--- src/rtl/sipo_shift_deser_reg_pkg.sv ---
// Shared definitions for the serial-in parallel-out deserializer.
// Latency: n/a (types and constants only).
// Backpressure: n/a.
package sipo_shift_deser_reg_pkg;

  localparam int SER_WIDTH = 8;

  typedef enum logic {
    ORDER_LSB = 1'b0,
    ORDER_MSB = 1'b1
  } bit_order_t;

  // Width of a counter that holds 0..w-1
  function automatic int cnt_width(input int w);
    return $clog2(w);
  endfunction

endpackage

--- src/rtl/sipo_shift_deser_reg_bit_counter.sv ---
// Wrapping 0..WIDTH-1 bit counter with a registered busy flag.
// Latency: count and busy update on the edge that advances or clears.
// Backpressure: none; advances only when told to, clear wins over advance.
module deser_bit_counter
  import sipo_shift_deser_reg_pkg::*;
#(
  parameter int WIDTH = SER_WIDTH
) (
  input  logic clk,
  input  logic reset,
  input  logic advance,
  input  logic clear,
  output logic last_bit,
  output logic busy
);

  localparam int CW = cnt_width(WIDTH);

  logic [CW-1:0] cnt;

  // Current count points at the final bit of the word
  assign last_bit = (cnt == CW'(WIDTH - 1));

  // Count accepted bits, wrap on the last one; busy tracks a non-zero count
  always_ff @(posedge clk) begin
    if (reset || clear) begin
      cnt  <= '0;
      busy <= 1'b0;
    end else if (advance) begin
      if (last_bit) begin
        cnt  <= '0;
        busy <= 1'b0;
      end else begin
        cnt  <= cnt + 1'b1;
        busy <= 1'b1;
      end
    end
  end

endmodule

--- src/rtl/sipo_shift_deser_reg.sv ---
// Serial-in parallel-out deserializer, MSB- or LSB-first, with a one-word output buffer.
// Latency: out_valid rises the cycle after the edge accepting the last bit.
// Backpressure: output is valid/ready; a word completing into a full, undrained buffer is dropped and sets sticky overrun.
module sipo_shift_deser_reg
  import sipo_shift_deser_reg_pkg::*;
#(
  parameter int WIDTH = SER_WIDTH
) (
  input  logic             clk,
  input  logic             reset,
  input  logic             serial_in,
  input  logic             bit_valid,
  input  logic             msb_first,
  input  logic             flush,
  output logic [WIDTH-1:0] q,
  output logic             out_valid,
  input  logic             out_ready,
  output logic             busy,
  output logic             overrun
);

  logic [WIDTH-1:0] sr;
  logic [WIDTH-1:0] sr_next;
  bit_order_t       order_q;
  bit_order_t       order_eff;
  logic             accept;
  logic             first_bit;
  logic             last_bit;
  logic             complete;
  logic             drain;

  // Flush discards any bit presented on the same edge
  assign accept    = bit_valid && !flush;
  assign first_bit = !busy;
  assign complete  = accept && last_bit;
  assign drain     = out_valid && out_ready;

  // Bit order is taken live on bit 0, then from the latch for the rest of the word
  assign order_eff = first_bit ? bit_order_t'(msb_first) : order_q;

  // Next shift-register value for the bit being accepted
  always_comb begin
    sr_next = sr;
    if (order_eff == ORDER_MSB) begin
      sr_next = {sr[WIDTH-2:0], serial_in};
    end else begin
      sr_next = {serial_in, sr[WIDTH-1:1]};
    end
  end

  deser_bit_counter #(
    .WIDTH(WIDTH)
  ) u_bit_counter (
    .clk     (clk),
    .reset   (reset),
    .advance (accept),
    .clear   (flush),
    .last_bit(last_bit),
    .busy    (busy)
  );

  // Shift register and order latch; flush clears the partial word
  always_ff @(posedge clk) begin
    if (reset) begin
      sr      <= '0;
      order_q <= ORDER_MSB;
    end else if (flush) begin
      sr <= '0;
    end else if (accept) begin
      sr <= sr_next;
      if (first_bit) begin
        order_q <= bit_order_t'(msb_first);
      end
    end
  end

  // Output buffer and overrun: load on completion if the slot is free or draining now
  always_ff @(posedge clk) begin
    if (reset) begin
      q         <= '0;
      out_valid <= 1'b0;
      overrun   <= 1'b0;
    end else begin
      if (complete) begin
        if (!out_valid || out_ready) begin
          q         <= sr_next;
          out_valid <= 1'b1;
        end else begin
          overrun <= 1'b1;
        end
      end else if (drain) begin
        out_valid <= 1'b0;
      end
      if (flush) begin
        overrun <= 1'b0;
      end
    end
  end

endmodule
--- config.mk ---
export PLATFORM = sky130hd
export DESIGN_NAME = sipo_shift_deser_reg
export DESIGN_NICKNAME = d
export VERILOG_FILES = /design/src/rtl/sipo_shift_deser_reg_pkg.sv /design/src/rtl/sipo_shift_deser_reg_bit_counter.sv /design/src/rtl/sipo_shift_deser_reg.sv
export SDC_FILE = /design/constraint.sdc
export NUM_CORES = 1
export LEC_CHECK = 0
export ABC_CLOCK_PERIOD_IN_PS = 3700
export BUFFER_PORTS_ARGS = -buffer_cell sky130_fd_sc_hd__buf_4
export CORE_MARGIN = 2
export CORE_UTILIZATION = 35
export DETAILED_ROUTE_END_ITERATION = 10
export GPL_ROUTABILITY_DRIVEN = 0
export GPL_TIMING_DRIVEN = 0
export PLACE_DENSITY_LB_ADDON = 0.05
export SLEW_MARGIN = 20
export SYNTH_ARGS = -nofsm -noshare
export SYNTH_HDL_FRONTEND = slang
export SYNTH_SLANG_ARGS = --single-unit
--- constraint.sdc ---
create_clock -name clk -period 3.7 [get_ports clk]
set_input_delay 0.925 -clock clk [delete_from_list [all_inputs] [get_ports clk]]
set_output_delay 0.925 -clock clk [all_outputs]
set_load 0.005 [all_outputs]
==> flow_metrics.py <==
metrics = {
    "run_status": {
        "status": "completed",
    },
    "cts": {
        "path_clk_slew_ps": 120,
        "numClockSinks": 23,
        "clkLatencyLatePin_ps": 300,
        "cts_tree": "done",
        "cts_made_buffers": 3,
        "cts_setup_buffers": 0,
        "clockRootBuffer": "clkbuf_4",
        "post_cts_resize_count": 0,
        "cts_max_path_buffers": 2,
        "htreeDepth": 1,
        "hold_buffers": 0,
    },
    "min_path": {
        "hp-class": "reg -> reg",
    },
    "critical_path": {
        "critPathMaxStageDelay_ps": 470,
        "end_kind": "output port",
        "crit_chain": "buf_4",
        "slowest_stage": "dfxtp_1",
        "required_ps": 2770,
        "critical_path_buf_inv_count": 1,
        "start_kind": "flip-flop",
        "arrival_ps": 930,
        "crit_type": "reg -> out",
        "path_max_fanout": 4,
        "crit_family": "flip-flops",
    },
    "pwr": {
        "power_w": 0.000406,
        "switching_share_pct": 23.3,
        "ir_worst_vdd_mv": 0.180,
        "pwr-share-seq_pct": 63.3,
        "intPower_w": 0.000311,
        "p_leak_nw": 0.447,
        "p_switching_w": 0.0000945,
        "power.density_mw_per_mm2": 360,
        "power_frac_comb_pct": 8.8,
        "pwr-share-clk_pct": 27.9,
    },
    "routing": {
        "drtPass1Iterations": 4,
        "drtIter0Drc": 13,
        "viasPerCell": 5.14,
        "drt_wl_total_um": 1890,
        "route.vias.total": 756,
        "final_antenna_net_count": 0,
        "wl_per_cell_um": 12.9,
        "post-route-drc-count": 0,
    },
    "final_layout": {
        "antenna_cells": 0,
        "drive_gt1_share_pct": 20.5,
        "multi_input_area_um2": 437,
        "final-seq-area_um2": 460,
        "area_growth_pct": 20.5,
        "fin_area_mm2": 0.00113,
        "fillers": 268,
        "final_nets": 127,
    },
    "logic_synthesis": {
        "dominantRegCellSynth": "dfxtp_1",
        "syn_area_per_cell_um2": 9.75,
        "synth_edf_count": 0,
        "synth.area.top_cells": "dfxtp_1 49%, a21oi_1 10%, mux2i_1 9.6%, a211oi_1 6.4%, o21ai_0 4.8%",
        "synth_commonest_cells": "23 x dfxtp_1, 19 x a21oi_1, 9 x mux2i_1, 9 x o21ai_0, 8 x a211oi_1",
        "yosysMostFrequentCell": "dfxtp_1",
        "synth_top_area_share_pct": 49.2,
        "ys_seq_area_share_pct": 49.2,
        "synth_top_area_cell": "dfxtp_1",
        "syn-num-nets": 105,
        "yosysUniqueCellTypes": 22,
        "netlist_instances": 96,
        "async_flop_share_pct": 0,
        "yosysWarnings": 0,
        "netlist_area_um2": 936,
        "ys_ff_latch": 23,
    },
    "die": {
        "pin_count": 18,
        "dieArea_mm2": 0.00310,
        "initial_utilization_pct": 37.4,
        "die_y_um": 55.7,
        "die_w_um": 55.7,
        "placementRows": 18,
        "core_mm2": 0.00250,
    },
    "global_route": {
        "grtUsageTotal_pct": 13.0,
        "grt_pass1_wl_um": 3170,
        "grt_max_degree": 13,
        "gr-total-overflow": 0,
        "grt_pass1_vias": 698,
        "antenna_found_initial": 0,
    },
    "sta": {
        "drv_slew": 0,
        "fmax_mhz": 540,
        "worst_pin_slew_ps": 469,
        "grt_setup_unrepaired": "false",
        "period_share_pct": 50.0,
        "fin_setup_tns_ps": 0,
        "fin_crit_ps": 1850,
        "finalSetupViolCount": 0,
        "hold_violations": 0,
        "relSlewSlack_pct": 68.6,
        "clock_skew_ps": 2.57,
    },
    "place": {
        "place.detailed.hpwl_um": 1460,
        "io_buffers": 17,
        "dpl_cell_area_mm2": 0.00110,
    },
    "flow_run": {
        "drv_cap": 0,
    },
}
==> per-layer routing <==
| metal | vias to the layer above | share of wire, % | global-route usage, % |
|---|---|---|---|
| met1 | 350 | 52 | 17.6 |
| met2 | 14 | 43 | 19.6 |
| met3 | 2 | 4.2 | 2.56 |
| met5 | - | 0 | 0 |
| li1 | 390 | - | - |
| met4 | 0 | 0.69 | 6.27 |
==> per-stage QoR <==
stage | util [%] | std cells | worst slack [ps] | hold WS (ps)
5_1_grt | 45.1 | 147 | 1780 | 501
3_3_place_gp | 44.0 | 143 | 1700 | 446
2_1_floorplan | - | 96 | 1910 | 433
6_report | 45.1 | 147 | 1850 | 466
3_5_place_dp | 44.0 | 143 | 1690 | 451
4_1_cts | 45.1 | 147 | 1830 | 469
==> cell type report <==
cell class	instances	area share (%)
tap	30	3.33
inverter	2	0.666
timing repair buffer	17	11.3
multi-input combinational	65	38.7
buffer	6	2.77
sequential	23	40.8
clock buffer	4	2.33
==> power by group through the flow <==
stage               logic (W)  registers [W]  clock network, W
finish              0.0000355       0.000257          0.000113
global route        0.0000394       0.000258          0.000131
CTS                 0.0000358       0.000257          0.000121
detailed placement  0.0000356       0.000262                 0
global placement    0.0000355       0.000262                 0
floorplan           0.0000231       0.000261                 0
==> worst paths after layout <==
path | from | endpoint | slack, ps | cells past startpoint
setup / recovery | u_bit_counter.busy | busy | 1850 | 1
hold / removal | u_bit_counter.cnt[1] | u_bit_counter.cnt[1] | 470 | 2
setup reg to reg | u_bit_counter.cnt[0] | q[7] | 1980 | 7
hold reg to reg | u_bit_counter.cnt[1] | u_bit_counter.cnt[1] | 470 | 2
==> worst min-delay path, delay by kind of cell (launching register included) <==
kind | cells | cell delay (ps)
simple gates | 1 | 50
flops | 1 | 330
compound gates | 1 | 50
==> state kept, by name (all words and copies together), names as in the netlist <==
| name | count |
|---|---|
| overrun | 1 |
| u_bit_counter.busy | 1 |
| order_q | 1 |
| u_bit_counter.cnt | 3 |
| out_valid | 1 |
| q | 8 |
| sr | 8 |
==> logic make-up after synthesis <==
logic type | Yosys count | synth area share (%)
AOI/OAI and AO/OA | 38 | 23.1
DFF | 23 | 49.2
adders and majority gates | 2 | 2.67
muxes | 10 | 12.0
and+or+nand+nor | 15 | 8.83
buffers and inverters | 8 | 4.14
==> placed cells by master (no fill, tap or decap), types with 2 or more instances in the layout <==
| master | Yosys | layout |
|---|---|---|
| buf_4 | 0 | 17 |
| o21ai_0 | 9 | 9 |
| nor2_1 | 5 | 5 |
| a211oi_1 | 8 | 8 |
| a21oi_1 | 19 | 19 |
| mux2i_1 | 9 | 9 |
| nor3b_1 | 2 | 2 |
| inv_1 | 2 | 2 |
| ha_1 | 2 | 2 |
| clkbuf_1 | 4 | 5 |
| clkbuf_4 | 0 | 3 |
| dfxtp_1 | 23 | 23 |
| nand2_1 | 2 | 2 |
Power figures use the tool's default switching activity.
